[src/rtl/key_pkg.sv]
// Shared types and constants for the key-event front end behind a 74HC148-style encoder.
package key_pkg;

  localparam int KEY_IDX_W = 3;

  // Reset values match "encoder disabled": GS high, code all ones.
  localparam logic                 SYNC_GS_RST   = 1'b1;
  localparam logic [KEY_IDX_W-1:0] SYNC_CODE_RST = '1;

  typedef enum logic [1:0] {
    ST_IDLE,
    ST_PRESS_WAIT,
    ST_HELD,
    ST_RELEASE_WAIT
  } key_state_e;

endpackage

[src/rtl/key_event_fifo_if.sv]
// Consumer-side handshake of the key event queue: FWFT head plus pop request.
interface key_event_fifo_if #(
  parameter int FIFO_DEPTH = 4
);
  logic                              KeyRead;
  logic                              KeyValid;
  logic [key_pkg::KEY_IDX_W-1:0]     KeyIndex;
  logic [$clog2(FIFO_DEPTH):0]       KeyCount;

  modport master (input KeyRead, output KeyValid, output KeyIndex, output KeyCount);
  modport slave  (output KeyRead, input KeyValid, input KeyIndex, input KeyCount);
endinterface

[src/rtl/key_fifo.sv]
// First-word-fall-through FIFO; a pop on a full FIFO frees the slot for a same-cycle push.
module key_fifo #(
  parameter int DEPTH = 4,
  parameter int WIDTH = 3
) (
  input  logic                     clk,
  input  logic                     rst_n,
  input  logic                     push_i,
  input  logic                     pop_i,
  input  logic [WIDTH-1:0]         data_i,
  output logic [WIDTH-1:0]         data_o,
  output logic [$clog2(DEPTH):0]   count_o,
  output logic                     full_o,
  output logic                     empty_o
);
  localparam int AW = $clog2(DEPTH);

  logic [WIDTH-1:0] mem_q [DEPTH];
  logic [AW-1:0]    wr_q, rd_q;
  logic [AW:0]      count_q;
  logic             do_push, do_pop;

  assign empty_o = (count_q == '0);
  assign full_o  = (count_q == (AW+1)'(DEPTH));
  assign do_pop  = pop_i & ~empty_o;
  assign do_push = push_i & (~full_o | do_pop);
  assign data_o  = empty_o ? '0 : mem_q[rd_q];
  assign count_o = count_q;

  always_ff @(posedge clk or negedge rst_n) begin
    if (!rst_n) begin
      wr_q    <= '0;
      rd_q    <= '0;
      count_q <= '0;
      for (int unsigned i = 0; i < DEPTH; i++) mem_q[i] <= '0;
    end else begin
      if (do_push) begin
        mem_q[wr_q] <= data_i;
        wr_q        <= wr_q + AW'(1);
      end
      if (do_pop) rd_q <= rd_q + AW'(1);
      case ({do_push, do_pop})
        2'b10:   count_q <= count_q + (AW+1)'(1);
        2'b01:   count_q <= count_q - (AW+1)'(1);
        default: count_q <= count_q;
      endcase
    end
  end

endmodule

[src/rtl/key_event_fifo.sv]
// Synchronises and debounces the encoder outputs and queues one key index per stable press.
module key_event_fifo
  import key_pkg::*;
#(
  parameter int DEBOUNCE_CYCLES = 16,
  parameter int FIFO_DEPTH      = 4
) (
  input  logic                 clk,
  input  logic                 rst_n,
  input  logic [KEY_IDX_W-1:0] EncDataOut,
  input  logic                 EncGS,
  input  logic                 ClrOvf,
  output logic                 KeyHeld,
  output logic                 Overflow,
  key_event_fifo_if.master     kif
);
  localparam int CNT_W = (DEBOUNCE_CYCLES > 2) ? $clog2(DEBOUNCE_CYCLES) : 1;
  localparam logic [CNT_W-1:0] PRESS_LAST   = CNT_W'(DEBOUNCE_CYCLES - 1);
  localparam logic [CNT_W-1:0] RELEASE_LAST = CNT_W'(DEBOUNCE_CYCLES - 2);

  logic                 gs_meta_q, gs_sync_q;
  logic [KEY_IDX_W-1:0] code_meta_q, code_sync_q;
  logic [KEY_IDX_W-1:0] s_idx;

  key_state_e           state_q, state_d;
  logic [CNT_W-1:0]     cnt_q, cnt_d;
  logic [KEY_IDX_W-1:0] cand_q, cand_d;
  logic                 push_q, push_d;
  logic                 ovf_q, ovf_d;
  logic                 fifo_full, fifo_empty, drop;

  assign s_idx = ~code_sync_q;

  always_ff @(posedge clk or negedge rst_n) begin
    if (!rst_n) begin
      gs_meta_q   <= SYNC_GS_RST;
      gs_sync_q   <= SYNC_GS_RST;
      code_meta_q <= SYNC_CODE_RST;
      code_sync_q <= SYNC_CODE_RST;
      state_q     <= ST_IDLE;
      cnt_q       <= '0;
      cand_q      <= '0;
      push_q      <= 1'b0;
      ovf_q       <= 1'b0;
    end else begin
      gs_meta_q   <= EncGS;
      gs_sync_q   <= gs_meta_q;
      code_meta_q <= EncDataOut;
      code_sync_q <= code_meta_q;
      state_q     <= state_d;
      cnt_q       <= cnt_d;
      cand_q      <= cand_d;
      push_q      <= push_d;
      ovf_q       <= ovf_d;
    end
  end

  // Release is counted from the first synced high sample, so RELEASE_WAIT
  // exits after DEBOUNCE_CYCLES consecutive highs including the entry cycle.
  always_comb begin
    state_d = state_q;
    cnt_d   = cnt_q;
    cand_d  = cand_q;
    push_d  = 1'b0;
    case (state_q)
      ST_IDLE: begin
        if (!gs_sync_q) begin
          state_d = ST_PRESS_WAIT;
          cand_d  = s_idx;
          cnt_d   = '0;
        end
      end
      ST_PRESS_WAIT: begin
        if (gs_sync_q) begin
          state_d = ST_IDLE;
        end else if (s_idx != cand_q) begin
          cand_d = s_idx;
          cnt_d  = '0;
        end else if (cnt_q == PRESS_LAST) begin
          state_d = ST_HELD;
          push_d  = 1'b1;
        end else begin
          cnt_d = cnt_q + CNT_W'(1);
        end
      end
      ST_HELD: begin
        if (gs_sync_q) begin
          state_d = ST_RELEASE_WAIT;
          cnt_d   = '0;
        end else if (s_idx != cand_q) begin
          state_d = ST_PRESS_WAIT;
          cand_d  = s_idx;
          cnt_d   = '0;
        end
      end
      ST_RELEASE_WAIT: begin
        if (!gs_sync_q) begin
          if (s_idx == cand_q) begin
            state_d = ST_HELD;
          end else begin
            state_d = ST_PRESS_WAIT;
            cand_d  = s_idx;
            cnt_d   = '0;
          end
        end else if (cnt_q == RELEASE_LAST) begin
          state_d = ST_IDLE;
        end else begin
          cnt_d = cnt_q + CNT_W'(1);
        end
      end
      default: state_d = ST_IDLE;
    endcase
  end

  // A full FIFO only drops the event when the consumer is not popping this cycle.
  assign drop = push_q & fifo_full & ~kif.KeyRead;

  always_comb begin
    ovf_d = ovf_q;
    if (ClrOvf) ovf_d = 1'b0;
    if (drop)   ovf_d = 1'b1;
  end

  key_fifo #(
    .DEPTH (FIFO_DEPTH),
    .WIDTH (KEY_IDX_W)
  ) u_fifo (
    .clk     (clk),
    .rst_n   (rst_n),
    .push_i  (push_q),
    .pop_i   (kif.KeyRead),
    .data_i  (cand_q),
    .data_o  (kif.KeyIndex),
    .count_o (kif.KeyCount),
    .full_o  (fifo_full),
    .empty_o (fifo_empty)
  );

  assign kif.KeyValid = ~fifo_empty;
  assign KeyHeld      = (state_q == ST_HELD) || (state_q == ST_RELEASE_WAIT);
  assign Overflow     = ovf_q;

endmodule

[src/flat_wrapper.sv]
// flat-port wrapper written by rule: the top's interface ports become plain ports
module key_event_fifo_flat import key_pkg::*;
#(
  parameter int DEBOUNCE_CYCLES = 16,
  parameter int FIFO_DEPTH      = 4
)
  (clk, rst_n, EncDataOut, EncGS, ClrOvf, KeyHeld, Overflow, kif_KeyRead, kif_KeyValid, kif_KeyIndex, kif_KeyCount);
  key_event_fifo_if #(.FIFO_DEPTH(FIFO_DEPTH)) kif_i ();
  input  logic clk;
  input  logic rst_n;
  input  logic [KEY_IDX_W-1:0] EncDataOut;
  input  logic EncGS;
  input  logic ClrOvf;
  output logic KeyHeld;
  output logic Overflow;
  input wire logic [$bits(kif_i.KeyRead)-1:0] kif_KeyRead;
  output wire logic [$bits(kif_i.KeyValid)-1:0] kif_KeyValid;
  output wire logic [$bits(kif_i.KeyIndex)-1:0] kif_KeyIndex;
  output wire logic [$bits(kif_i.KeyCount)-1:0] kif_KeyCount;
  assign kif_i.KeyRead = kif_KeyRead;
  assign kif_KeyValid = kif_i.KeyValid;
  assign kif_KeyIndex = kif_i.KeyIndex;
  assign kif_KeyCount = kif_i.KeyCount;
  key_event_fifo #(.DEBOUNCE_CYCLES(DEBOUNCE_CYCLES), .FIFO_DEPTH(FIFO_DEPTH)) u_core (.clk(clk), .rst_n(rst_n), .EncDataOut(EncDataOut), .EncGS(EncGS), .ClrOvf(ClrOvf), .KeyHeld(KeyHeld), .Overflow(Overflow), .kif(kif_i));
endmodule
[config.mk]
export PLATFORM = sky130hd
export DESIGN_NAME = key_event_fifo_flat
export DESIGN_NICKNAME = d
export VERILOG_FILES = /design/src/rtl/key_pkg.sv /design/src/rtl/key_event_fifo_if.sv /design/src/rtl/key_fifo.sv /design/src/rtl/key_event_fifo.sv /design/src/flat_wrapper.sv
export SDC_FILE = /design/constraint.sdc
export NUM_CORES = 1
export LEC_CHECK = 0
export BUFFER_PORTS_ARGS = -buffer_cell sky130_fd_sc_hd__buf_2
export CAP_MARGIN = 20
export CORE_ASPECT_RATIO = 1.2
export CORE_UTILIZATION = 55
export CTS_BUF_LIST = sky130_fd_sc_hd__clkbuf_8 sky130_fd_sc_hd__clkbuf_16
export DETAILED_ROUTE_END_ITERATION = 10
export PLACE_DENSITY = 0.75
export SKIP_CTS_REPAIR_TIMING = 1
export SYNTH_ARGS = -nofsm -noshare
export SYNTH_HDL_FRONTEND = slang
export SYNTH_SLANG_ARGS = --single-unit
[constraint.sdc]
create_clock -name clk -period 2.35 [get_ports clk]
set_input_delay 0 -clock clk [delete_from_list [all_inputs] [get_ports clk]]
set_output_delay 0 -clock clk [all_outputs]
set_load 0.01 [all_outputs]
; Word-level counts from Yosys, hierarchy flattened
; Index checks and enable logic that the tools add are counted.
[totals]
ff_bits = 38
in_bits = 8
out_inout_bits = 9
word_cells = 108
[classes]
addsub = 5
order_cmp = 3
n_eq_ne = 23
mux = 40
bitwise_logic = 11
reduce_logical = 10
[ops]
columns = operator, n
row1 = $mux 4, 9
row2 = $mux 3, 9
row3 = $mux 2, 9
row4 = $pmux 4 s4, 1
row5 = $bwmux 12, 1
row6 = $ne 2x2->1 const B, 5
row7 = $reduce_and 5->1, 2
row8 = $ne 3x3->1 const B, 3
row9 = $pmux 3 s3, 1
row10 = $eq 4x4->1 const B, 2
row11 = $pmux 2 s4, 1
row12 = $bmux 3 s2, 1
row13 = $demux 3 s2, 1
row14 = $eq 2x2->1 const B, 3
row15 = $ge 3x3->1 const B, 2
row16 = $mux 1, 6
row17 = $ne 3x1->1 const B, 2
row18 = $ne 3x2->1 const B, 2
row19 = $not 2->3, 2
row20 = $pmux 3 s2, 1
row21 = $reduce_and 6->1, 1
row22 = $add 2x1->2 const B, 2
row23 = $add 4x1->4 const B, 1
row24 = $and 1x1->1, 4
row25 = 17 further kinds, 21

; Depth between registers and ports, before layout
[logic_depth]
depth_word = 7
depth_mapped = 10

; Modules after synthesis
; From an unflattened synthesis, not the netlist that was laid out.
[unflattened]
hier_cells = 158
hier_area_um2 = 1946.9
[modules_own_cells]
columns = module, instances, cells_per_inst, area_each_um2
row1 = key_event_fifo, 1, 86, 979.7
row2 = key_fifo, 1, 72, 967.2

; Worst setup path before layout
; No wires, ideal clock.
[synth_timing]
path_kind = register -> register
from = register u_core.u_fifo.count_q[0], in the netlist u_core.u_fifo.count_o[0]
to = register u_core.u_fifo.count_q[2], in the netlist u_core.u_fifo.count_o[2]
setup_time_ns = 0.079
arrival_ns = 2.070
required_time_ns = 2.271
slack_ns = 0.201
path_stages_with_launch = 11
period_less_slack_ns = 2.149
cell_sequence = dfrtp_1 -> nor4b_1 -> nor2b_1 -> clkbuf_1 -> inv_1 -> ha_1 -> inv_1 -> fa_1 -> xor2_1 -> nor2_1 -> xor2_1
[synth_via]
elab_chain_len = 7
elab_cells_between_ends = 13
cone_classes = 2 x add/sub / 3 x eq/ne / 1 x mux / 5 x bitwise / 2 x reduce/logical
[synth_rtl]
columns = item, line
row1 = from (decl), key_fifo.sv:20  ; logic [AW:0] count_q;
row2 = from (signal assigned), key_fifo.sv:43  ; 2'b10: count_q <= count_q + (AW+1)'(1);
row3 = from (signal assigned), key_fifo.sv:44  ; 2'b01: count_q <= count_q - (AW+1)'(1);
row4 = from (signal assigned), key_fifo.sv:45  ; default: count_q <= count_q;
row5 = $logic_not 3->1, key_fifo.sv:23  ; assign empty_o = (count_q == '0);
row6 = $not 1->1, key_fifo.sv:25  ; assign do_pop = pop_i & ~empty_o;
row7 = $and 1x1->1, key_fifo.sv:25
row8 = $or 1x1->1, key_fifo.sv:26  ; assign do_push = push_i & (~full_o | do_pop);
row9 = $and 1x1->1, key_fifo.sv:26
row10 = $eq 2x1->1 or $eq 2x2->1 (tied branches), key_fifo.sv:42  ; case ({do_push, do_pop})
row11 = $pmux 3 s2 or $reduce_bool 2->1 (tied branches), n/a
; Several ways; a longest one is shown, not always the timed one.
; A chain may end at the register's enable or synchronous reset.

; Worst setup path in the final report
; Same ends and word-level chain as after synthesis.

==> run_results.csv <==
group,metric,value,unit
critical_path,rr_worst_depth,9,
final_layout,multiInputGateArea,860.8,sq um
sta,tns,0,ps
floorplanning,die_w,55.36,um
clock_network,cts_sinks,38,
critical_path,arrival,2250,ps
critical_path,cp.required,2560,ps
yosys,yosysUniqueCellTypes,38,
yosys,syn_inst,168,
final_layout,drive_gt1_share,21.54,%
sta,setup_viol,0,
grt,grt_first_pass_wirelength,5561,um
critical_path,start_kind,"register",
pwr,ir_worst_vdd,739.7,uV
clock_network,clk_pin_slew,70,ps
flow_run,drv_cap,0,
grt,grt-ovfl-total,0,
final_layout,nFillCells,242,
critical_path,crit_type,"reg2reg",
yosys,synth_xor_area_share,4.194,%
routing,drt_first_iter_violations,35,
placed_design,gp_congestion,0.8109,
yosys,ys_async_sr_fraction,100.0,%
sta,max-slew-margin-rel,45.68,%
routing,antenna_left,0,
floorplanning,dieHeight,66.04,um
routing,drc,0,
final_layout,fin_cells,231,
sta,min_period,2042,ps
grt,antenna_found_initial,0,
pwr,powerDensity,961.4,mW/mm^2
yosys,synth_area,0.001879,sq mm
routing,first_pass_iters,4,
final_layout,seq_area,960.9,sq um
sta,hold_viol,0,
final_layout,syn2layout_area_growth,14.31,%
final_layout,final_util,67.87,%
critical_path,cp_max_fo,5,
sta,slew_viol_final,0,
placed_design,dpl.cell_count,217,
yosys,synth-compound-area-share,11.98,%
yosys,synth_edf_count,0,
outcome,status,"completed",
placed_design,dp_slack,194.3,ps
placed_design,place_hpwl,2413,um
final_layout,nNetsFinal,214,
yosys,synthAdderAreaFrac,8.389,%
worst_hold_path,hp-class,"in2reg",
final_layout,diodes,0,
floorplanning,start_util,59.37,%
floorplanning,pin_count,17,
floorplanning,rows,22,
grt,grtUsageTotal,19.95,%
critical_path,reg2reg_from,"u_core.u_fifo.count_o[0]",
yosys,syn-num-nets,188,
routing,post_drt_wl_per_cell,14.09,um
clock_network,clk_latency,290,ps
critical_path,reg2reg_slack,310,ps
yosys,ys_seq_elements,38,
worst_hold_path,hold_path_startpoint,"kif_KeyRead",
yosys,ys_warn_count,0,
placed_design,numPortBuffers,16,
grt,grt_pass1_vias,1297,
yosys,muxShareOfSynthArea,6.858,%
floorplanning,coreArea,0.003166,sq mm
sta,fin_crit_sh,86.89,%
yosys,yosysSeqAreaShare,51.13,%
clock_network,cts_tree,"yes",
floorplanning,die_area,0.003656,sq mm
routing,wl,3255,um
sta,rsz0062_at_grt,"false",
clock_network,cts_made_buffers,5,
grt,grt_max_degree,39,
routing,num_vias,1300,
pwr,p_leak,0.9873,nW
clock_network,cts_buffer_depth,2,
routing,viasPerCell,5.628,
yosys,synth_top_family_by_area,"simple AND/OR/NAND/NOR gates",
worst_hold_path,min_path_cells,4,
clock_network,cts_root_buffer,"clkbuf_8",
yosys,avgSynthCellArea,11.19,sq um
clock_network,htree_levels,2,
yosys,synth_ff_type,"dfrtp_1",
yosys,synthSimpleGateAreaFrac,14.05,%
sta,fmax,0.4897,GHz
critical_path,end_kind,"register",
sta,setup_slack,308.0,ps
sta,tightest_slew,814.8,ps
critical_path,startpoint,"u_core.u_fifo.count_o[0]",
sta,skew,8.865,ps
-- flip-flops by register name, summed over array words and instances (netlist names) --
register and cells:
u_core.state_q 2, u_core.code_meta_q 3, u_core.u_fifo.wr_q 2, u_core.gs_sync_q 1, u_core.cand_q 3, u_core.cnt_q 4, u_core.u_fifo.rd_q 2, u_core.gs_meta_q 1
u_core.push_q 1, u_core.u_fifo.mem_q 12, u_core.Overflow 1, u_core.u_fifo.count_o 3, u_core.code_sync_q 3
-- layout make-up --
type                       instances  area share [%]
tap                               36           2.097
timing repair buffer              23           6.872
sequential                        38           44.73
clock buffer                       5           3.203
inverter                          13           2.271
multi-input combinational        113           40.07
clock inverter                     3          0.7571
-- power by group --
part	switching, mW	leakage (nW)	internal, mW
clock	0.226	0.0416	0.203
combinational	0.422	0.475	0.330
sequential	0.116	0.470	0.768
total	0.764	0.987	1.30
-- routing by layer --
| metal | up-vias | routed length [um] | track usage (%) |
|---|---|---|---|
| met5 | - | 0 | 0 |
| met4 | 0 | 98 | 10.94 |
| met3 | 14 | 128 | 4.110 |
| met2 | 35 | 1738 | 35.99 |
| met1 | 630 | 1289 | 22.02 |
| li1 | 621 | - | - |
-- worst max-delay path, cell delays in order (launching register included) --
cell and delay [ps]:
dfrtp_1 430, nor4b_2 330, nor2b_1 100, inv_1 70, ha_1 180, inv_1 60, fa_1 370, xor2_1 150
nor2_1 120, xor2_1 150
-- cell usage after synthesis, types with 2 or more instances --
cell        n  share of area (%)
dfrtp_1    30                 40
mux2i_1     5                2.7
ha_1       11                7.3
and2_1      4                1.3
dfstp_2     8                 11
nor4b_1     2               0.93
o2bb2ai_1   2               0.93
o21ai_0    13                3.5
o21ai_1     3               0.80
nor2b_1     3                1.0
nand4_1     2               0.67
nand3_1     3               0.80
nand2b_1    3                1.0
a22oi_1     2               0.80
o21bai_1    2               0.80
xnor2_1     6                2.8
nor2_1      5                1.0
clkbuf_1    4               0.80
inv_1      13                2.6
nand2_1    25                5.0
mux4_2      3                3.6
xor2_1      3                1.4
-- cells in the final DEF (no fill, tap or decap), drive strengths merged, types with 2 or more instances in the layout --
cell type    count
dfrtp           30
nand2           25
buf             17
o21ai           16
inv             13
ha              11
dfstp            8
xnor2            6
dlygate4sd3      6
nor2             5
mux2i            5
clkbuf           5
and2             4
nor2b            3
mux4             3
xor2             3
nand3            3
nand2b           3
a22oi            2
nand4            2
o21bai           2
o2bb2ai          2
nor4b            2
or2              2
a21oi            2
clkinv           2
-- path summary, 6_finish.rpt --
check / endpoint
worst max-delay path: u_core.u_fifo.count_o[2]
worst min-delay path: u_core.Overflow
max in group asynchronous: u_core.cand_q[1]
worst min register to register: u_core.code_sync_q[1]
worst max register to register: u_core.u_fifo.count_o[2]
min in group asynchronous: u_core.u_fifo.mem_q[10]
-- stage by stage --
stage	hold WS (ps)	power (mW)	cell area [sq um]
final	28.43	2.065	2148
after CTS	-195.4	2.070	2082
after detailed placement	106.6	1.638	1997
after global placement	104.5	1.588	1997
after global routing	61.10	2.200	2148
after floorplan	-295.6	1.446	1879
-- cells by family after synthesis --
group	Yosys count
DFF	38
adders and majority gates	12
xor gates and xnor gates	9
buffers and inverters	17
muxes	9
AOI/OAI and AO/OA	30
and+or+nand+nor	53
Note: power is estimated with default switching activity, not from simulation.
